File: src/rtl/cpu_io_pkg.sv
// Shared definitions for the basic computer's terminal I/O path.
// Holds the character width default, the output engine states and a counter-width helper.
package cpu_io_pkg;

  localparam int DWIDTH_DEFAULT = 8;

  typedef enum logic [1:0] {
    OUT_IDLE,
    OUT_BUSY,
    OUT_SEND
  } out_state_e;

  // A one-cycle print time still needs a one-bit counter.
  function automatic int cnt_width(input int n);
    return (n > 1) ? $clog2(n) : 1;
  endfunction

endpackage

File: src/rtl/io_byte_fifo.sv
// Small synchronous FIFO that buffers host keystrokes ahead of INPR.
// Pushes into a full queue and pops from an empty queue are ignored.
module io_byte_fifo
  import cpu_io_pkg::*;
#(
  parameter int DWIDTH = DWIDTH_DEFAULT,
  parameter int DEPTH  = 4,
  localparam int AW    = $clog2(DEPTH),
  localparam int CW    = AW + 1
) (
  input  logic              CLK,
  input  logic              RST,
  input  logic              push,
  input  logic [DWIDTH-1:0] push_data,
  input  logic              pop,
  output logic [DWIDTH-1:0] head,
  output logic              full,
  output logic              empty,
  output logic [CW-1:0]     count
);

  logic [DWIDTH-1:0] mem_q [DEPTH];
  logic [DWIDTH-1:0] mem_d [DEPTH];
  logic [AW-1:0]     wr_ptr_q, wr_ptr_d;
  logic [AW-1:0]     rd_ptr_q, rd_ptr_d;
  logic [CW-1:0]     count_q, count_d;
  logic              do_push, do_pop;

  assign full    = (count_q == CW'(DEPTH));
  assign empty   = (count_q == '0);
  assign count   = count_q;
  assign head    = mem_q[rd_ptr_q];
  assign do_push = push && !full;
  assign do_pop  = pop && !empty;

  // Pointers wrap naturally because DEPTH is a power of two.
  always_comb begin
    mem_d    = mem_q;
    wr_ptr_d = wr_ptr_q;
    rd_ptr_d = rd_ptr_q;
    count_d  = count_q + CW'(do_push) - CW'(do_pop);
    if (do_push) begin
      mem_d[wr_ptr_q] = push_data;
      wr_ptr_d        = wr_ptr_q + AW'(1);
    end
    if (do_pop) begin
      rd_ptr_d = rd_ptr_q + AW'(1);
    end
  end

  always_ff @(posedge CLK) begin
    if (RST) begin
      mem_q    <= '{default: '0};
      wr_ptr_q <= '0;
      rd_ptr_q <= '0;
      count_q  <= '0;
    end else begin
      mem_q    <= mem_d;
      wr_ptr_q <= wr_ptr_d;
      rd_ptr_q <= rd_ptr_d;
      count_q  <= count_d;
    end
  end

endmodule

File: src/rtl/io_terminal.sv
// Device side of the basic computer's I/O: feeds INPR/FGI from a keystroke queue
// and drains OUTR/FGO through a paced printer model with host handshake.
module io_terminal
  import cpu_io_pkg::*;
#(
  parameter int DWIDTH       = DWIDTH_DEFAULT,
  parameter int IN_DEPTH     = 4,
  parameter int PRINT_CYCLES = 4
) (
  input  logic              CLK,
  input  logic              RST,
  input  logic [DWIDTH-1:0] host_in_data,
  input  logic              host_in_valid,
  output logic              host_in_ready,
  output logic [DWIDTH-1:0] inpr,
  output logic              fgi,
  input  logic              inp_ack,
  input  logic [DWIDTH-1:0] outr,
  input  logic              out_strobe,
  output logic              fgo,
  output logic [DWIDTH-1:0] host_out_data,
  output logic              host_out_valid,
  input  logic              host_out_ready,
  output logic              out_overrun
);

  localparam int CW  = $clog2(IN_DEPTH) + 1;
  localparam int CNW = cnt_width(PRINT_CYCLES);

  logic [DWIDTH-1:0] fifo_head;
  logic              fifo_full, fifo_empty, load;
  logic [CW-1:0]     fifo_count_unused;

  logic [DWIDTH-1:0] inpr_q, inpr_d;
  logic              fgi_q, fgi_d;

  out_state_e        state_q, state_d;
  logic [CNW-1:0]    cnt_q, cnt_d;
  logic              fgo_q, fgo_d;
  logic              valid_q, valid_d;
  logic [DWIDTH-1:0] data_q, data_d;
  logic              overrun_q, overrun_d;

  io_byte_fifo #(.DWIDTH(DWIDTH), .DEPTH(IN_DEPTH)) u_fifo (
    .CLK       (CLK),
    .RST       (RST),
    .push      (host_in_valid),
    .push_data (host_in_data),
    .pop       (load),
    .head      (fifo_head),
    .full      (fifo_full),
    .empty     (fifo_empty),
    .count     (fifo_count_unused)
  );

  assign host_in_ready = !fifo_full;
  assign load          = !fgi_q && !fifo_empty;

  // INPR only reloads once the CPU has consumed the previous character.
  always_comb begin
    inpr_d = inpr_q;
    fgi_d  = fgi_q;
    if (inp_ack && fgi_q) fgi_d = 1'b0;
    if (load) begin
      inpr_d = fifo_head;
      fgi_d  = 1'b1;
    end
  end

  always_ff @(posedge CLK) begin
    if (RST) begin
      inpr_q    <= '0;
      fgi_q     <= 1'b0;
      state_q   <= OUT_IDLE;
      cnt_q     <= '0;
      fgo_q     <= 1'b1;
      valid_q   <= 1'b0;
      data_q    <= '0;
      overrun_q <= 1'b0;
    end else begin
      inpr_q    <= inpr_d;
      fgi_q     <= fgi_d;
      state_q   <= state_d;
      cnt_q     <= cnt_d;
      fgo_q     <= fgo_d;
      valid_q   <= valid_d;
      data_q    <= data_d;
      overrun_q <= overrun_d;
    end
  end

  always_comb begin
    state_d = state_q;
    cnt_d   = cnt_q;
    unique case (state_q)
      OUT_IDLE: if (out_strobe) begin
        state_d = OUT_BUSY;
        cnt_d   = CNW'(PRINT_CYCLES - 1);
      end
      OUT_BUSY: begin
        if (cnt_q == '0) state_d = OUT_SEND;
        else             cnt_d   = cnt_q - CNW'(1);
      end
      OUT_SEND: if (host_out_ready) state_d = OUT_IDLE;
      default:  state_d = OUT_IDLE;
    endcase
  end

  // A strobe while the printer is occupied is dropped and only flagged.
  always_comb begin
    fgo_d     = fgo_q;
    valid_d   = valid_q;
    data_d    = data_q;
    overrun_d = overrun_q;
    unique case (state_q)
      OUT_IDLE: if (out_strobe) begin
        data_d = outr;
        fgo_d  = 1'b0;
      end
      OUT_BUSY: begin
        if (out_strobe)    overrun_d = 1'b1;
        if (cnt_q == '0)   valid_d   = 1'b1;
      end
      OUT_SEND: begin
        if (out_strobe) overrun_d = 1'b1;
        if (host_out_ready) begin
          valid_d = 1'b0;
          fgo_d   = 1'b1;
        end
      end
      default: ;
    endcase
  end

  assign inpr           = inpr_q;
  assign fgi            = fgi_q;
  assign fgo            = fgo_q;
  assign host_out_valid = valid_q;
  assign host_out_data  = data_q;
  assign out_overrun    = overrun_q;

endmodule

File: config.mk
export PLATFORM = sky130hd
export DESIGN_NAME = io_terminal
export DESIGN_NICKNAME = d
export VERILOG_FILES = /design/src/rtl/cpu_io_pkg.sv /design/src/rtl/io_byte_fifo.sv /design/src/rtl/io_terminal.sv
export SDC_FILE = /design/constraint.sdc
export NUM_CORES = 1
export LEC_CHECK = 0
export ABC_AREA = 1
export CAP_MARGIN = 10
export CORE_UTILIZATION = 57
export CTS_BUF_LIST = sky130_fd_sc_hd__clkbuf_8
export DETAILED_ROUTE_END_ITERATION = 6
export PLACE_DENSITY = 0.92
export RECOVER_POWER = 50
export SYNTH_ARGS = -nofsm -noshare
export SYNTH_HDL_FRONTEND = slang
export SYNTH_SLANG_ARGS = --single-unit
File: constraint.sdc
create_clock -name CLK -period 2.4 [get_ports CLK]
set_input_delay 0.24 -clock CLK [delete_from_list [all_inputs] [get_ports CLK]]
set_output_delay 0.24 -clock CLK [all_outputs]
set_load 0.03 [all_outputs]
==> flow_summary.rst <==
.. list-table::
   :header-rows: 1

   * - Metric
     - Value
   * - Dominant cells by area after synthesis
     - sky130_fd_sc_hd__dfxtp_1 (37%), sky130_fd_sc_hd__nand2_1 (16%), sky130_fd_sc_hd__inv_1 (11%), sky130_fd_sc_hd__nand4_1 (6.1%), sky130_fd_sc_hd__nor2_1 (5.9%)
   * - Grt ovf
     - 0
   * - Starting density of the core
     - 0.6046
   * - Class of the tightest hold or removal check
     - register to register
   * - Cell mode on critical path
     - sky130_fd_sc_hd__inv_1
   * - Pin count of the biggest net entering global routing
     - 38
   * - Clock Sinks
     - 63
   * - Setup skew after layout
     - 0.01099 ns
   * - Max Freq
     - 461.7 MHz
   * - Cell taking the most area after synthesis
     - sky130_fd_sc_hd__dfxtp_1
   * - Number of vias per cell after detailed routing
     - 5.216
   * - Kind of cell adding the most delay to the critical path
     - adder cells
   * - Number of synthesized flops with an enable pin
     - 0
   * - Number of synthesized register bits
     - 63
   * - Critical path, cell by cell
     - nor2_2 -> nand2_1 -> nand2_4 -> inv_1 -> ha_1 -> inv_1 -> ha_1 -> fa_1 -> inv_1 -> o21ai_0 -> a21oi_1
   * - Most frequently used flop master after synthesis
     - sky130_fd_sc_hd__dfxtp_1
   * - Number of buffers inserted by post-CTS setup repair
     - 0
   * - End of the worst register-to-register path
     - u_fifo.count[2]
   * - Filler Cell Count
     - 426
   * - Pleak
     - 0.002026 uW
   * - Post-Syn Area per Cell
     - 6.636 um^2
   * - WP data arrival
     - 2.43 ns
   * - Tightest Pin Transition
     - 0.7293 ns
   * - Post-layout utilization of the core
     - 0.7143
   * - Min cycle time layout
     - 2.166 ns
   * - Detailed Route WL
     - 8135 um
   * - Number of antenna violations at the first check in global routing
     - 0
   * - Number of nets in the synthesized netlist
     - 549
   * - Status
     - complete, no violations
   * - Source of the worst register-to-register timing path
     - u_fifo.count[1]
   * - Worst reg-to-reg path cell count
     - 11
   * - Remaining number of nets flagged by the antenna check after routing
     - 0
   * - Kind of start point of the critical path
     - register
   * - Inserted Diodes
     - 0
   * - DIE HEIGHT
     - 79.36 um
   * - Wire length of the first global-routing pass
     - 13960 um
   * - Power per cell area
     - 1191 nW/um^2
   * - Worst hold path endpoint
     - host_out_valid
   * - CTS tree
     - built
   * - Largest stage delay on the critical path
     - 0.35 ns
   * - Yosys warning count
     - 0
   * - Post-synthesis to final-layout area growth
     - 18.16%
   * - Final Hold Vio Count
     - 0
   * - Final net count
     - 584
   * - Number of buffers between clock root and the deepest sink
     - 2
   * - Proportion of synthesized chip area in sequential cells
     - 0.3698
   * - Cell at the slowest stage of the critical path
     - sky130_fd_sc_hd__fa_1
   * - Post-route clock period utilization
     - 0.9024
   * - Routed wirelength normalized by instance count
     - 13.00 um
   * - Clock latency reported for the late side of the worst-skew pair
     - 0.34 ns
   * - Slew HR
     - 0.5138
   * - Instance count of the mapped netlist
     - 514
   * - Async S/R FF share, synth
     - 0
   * - Synth top area share
     - 0.3698
   * - CTS Hold Bufs
     - 0
   * - Critical path required time
     - 2.67 ns
   * - DRC violations left
     - 0
   * - Final setup viols
     - 0
   * - Max-Cap Viols
     - 0
   * - Total clock buffers created by CTS
     - 9
   * - DR pass1 iterations
     - 6
   * - Via count of the first global-routing pass
     - 3100
   * - GRT Total Usage
     - 0.2882
   * - Launch instance of the worst min-delay path
     - host_out_valid
   * - Violation count after the first detailed-routing iteration
     - 261
   * - Storage element area
     - 1261 um^2
   * - Area of the core
     - 5642 um^2
   * - Multi-input gate area
     - 1592 um^2
   * - HPWL after detailed placement
     - 5343 um
   * - Post-synth cell types
     - 23
   * - Worst-path clk slew
     - 0.07 ns
   * - Cell chosen for the clock root
     - sky130_fd_sc_hd__clkbuf_8
   * - # resized after CTS
     - 0
   * - Weighted congestion at the end of routability-driven global placement
     - 0.8514
   * - Synthesized cell area
     - 3411 um^2
   * - Crit path buf inv count
     - 3
   * - Count of standard-cell rows
     - 27
   * - Internal reg-to-reg setup slack
     - 0.23 ns
   * - Count of buffers from port buffering
     - 42
   * - X dimension of the die
     - 79.36 um
   * - Critical-path maximum fanout
     - 19
   * - Total Negative Setup Slacks
     - 0 ns
   * - Start-to-end type of the worst setup path
     - register to register
   * - Max Transition Viols Final
     - 0
   * - Setup repair after global routing missed its margin
     - false
   * - H-tree levels
     - 3
   * - Number of cells on the worst hold path
     - 2
   * - Max IR drop VDD
     - 0.5347 mV
   * - Ranking of synthesized cells by instance count
     - sky130_fd_sc_hd__nand2_1 (146), sky130_fd_sc_hd__inv_1 (104), sky130_fd_sc_hd__dfxtp_1 (63)
   * - DIE AREA
     - 6297 um^2
   * - Fraction of layout cells with a size suffix above 1
     - 0.1011
   * - Most common cell in the netlist
     - sky130_fd_sc_hd__nand2_1
   * - Total via count in the routed design
     - 3265
   * - Number of top-level design ports
     - 43
   * - Critical path endpoint category
     - register
==> cell usage in the layout, fill, tap and decap left out, drive strengths merged <==
master / instances
nor2: 83
clkinvlp: 2
dfxtp: 63
clkinv: 3
clkdlybuf4s50: 39
dlygate4sd3: 3
ha: 12
buf: 3
nand3: 26
clkbuf: 13
bufinv: 2
inv: 105
nand2: 148
nand4: 34
fa: 1
a21oi: 5
o21ai: 12
==> worst reg2reg max path, cell delays in order, from the launching register on <==
cell and delay [ns]:
sky130_fd_sc_hd__dfxtp_1 0.33, sky130_fd_sc_hd__nor2_2 0.15, sky130_fd_sc_hd__nand2_1 0.12, sky130_fd_sc_hd__nand2_4 0.19, sky130_fd_sc_hd__inv_1 0.11, sky130_fd_sc_hd__ha_1 0.30, sky130_fd_sc_hd__inv_1 0.05, sky130_fd_sc_hd__ha_1 0.18
sky130_fd_sc_hd__fa_1 0.35, sky130_fd_sc_hd__inv_1 0.08, sky130_fd_sc_hd__o21ai_0 0.09, sky130_fd_sc_hd__a21oi_1 0.15
==> state kept, by name, indices dropped and copies added, names as in the netlist <==
name / count
cnt_q: 2
fgi: 1
fgo: 1
host_out_data: 8
host_out_valid: 1
inpr: 8
out_overrun: 1
state_q: 2
u_fifo.count: 3
u_fifo.mem_q: 32
u_fifo.rd_ptr_q: 2
u_fifo.wr_ptr_q: 2
==> logic make-up after synthesis <==
family                     share of synthesized area
adders and majority gates                    0.04989
and+or+nand+nor                               0.3918
AOI/OAI and AO/OA                            0.02494
buffers and inverters                         0.1636
DFF                                           0.3698
==> per-layer routing <==
layer,track usage,part of all wire,vias up
met5,0,0,-
met4,0.1927,0.037,0
met1,0.3490,0.41,1471
met3,0.05172,0.072,29
met2,0.4647,0.48,155
li1,-,-,1610
==> worst max-delay path by stage <==
stage                          startpoint         endpoint  slack, ns  depth (start not counted)
after global placement    u_fifo.count[1]  u_fifo.count[2]       0.41                         11
after global routing      u_fifo.count[1]  u_fifo.count[2]       0.05                         11
after floorplan                       fgi  u_fifo.count[2]       0.46                         10
final                     u_fifo.count[1]  u_fifo.count[2]       0.23                         11
after CTS                 u_fifo.count[1]  u_fifo.count[2]       0.25                         11
after detailed placement  u_fifo.count[1]  u_fifo.count[2]       0.35                         11
==> through the flow <==
step | instance area (um^2) | cells | hold WS [ns] | setup WS [ns] | power, uW
after CTS | 4036 | 626 | 0.4465 | 0.2540 | 4789
after global routing | 4030 | 626 | 0.4943 | 0.05129 | 5156
after detailed placement | 3805 | 610 | 0.4364 | 0.3521 | 3684
final | 4030 | 626 | 0.4463 | 0.2342 | 4798
after global placement | 3805 | 610 | 0.4317 | 0.4092 | 3584
after floorplan | 3411 | 514 | 0.3091 | 0.4580 | 3170
==> power by group <==
group / internal, uW / leakage (uW) / switching, uW / total (uW)
Clock: 639 / 0.000112 / 428 / 1070
Sequential: 1310 / 0.000518 / 168 / 1470
Combinational: 782 / 0.00140 / 1480 / 2260
Total: 2730 / 0.00203 / 2070 / 4800
==> cell type report <==
| type | instances | share of cell area |
|---|---|---|
| multi-input cells | 321 | 0.3949 |
| inverters | 107 | 0.1003 |
| well taps | 72 | 0.02235 |
| clock inverters | 5 | 0.01987 |
| repair buffers | 47 | 0.1121 |
| flip-flops and latches | 63 | 0.3129 |
| clock buffers | 11 | 0.03757 |
No activity file was read; power rests on OpenSTA's default activity.
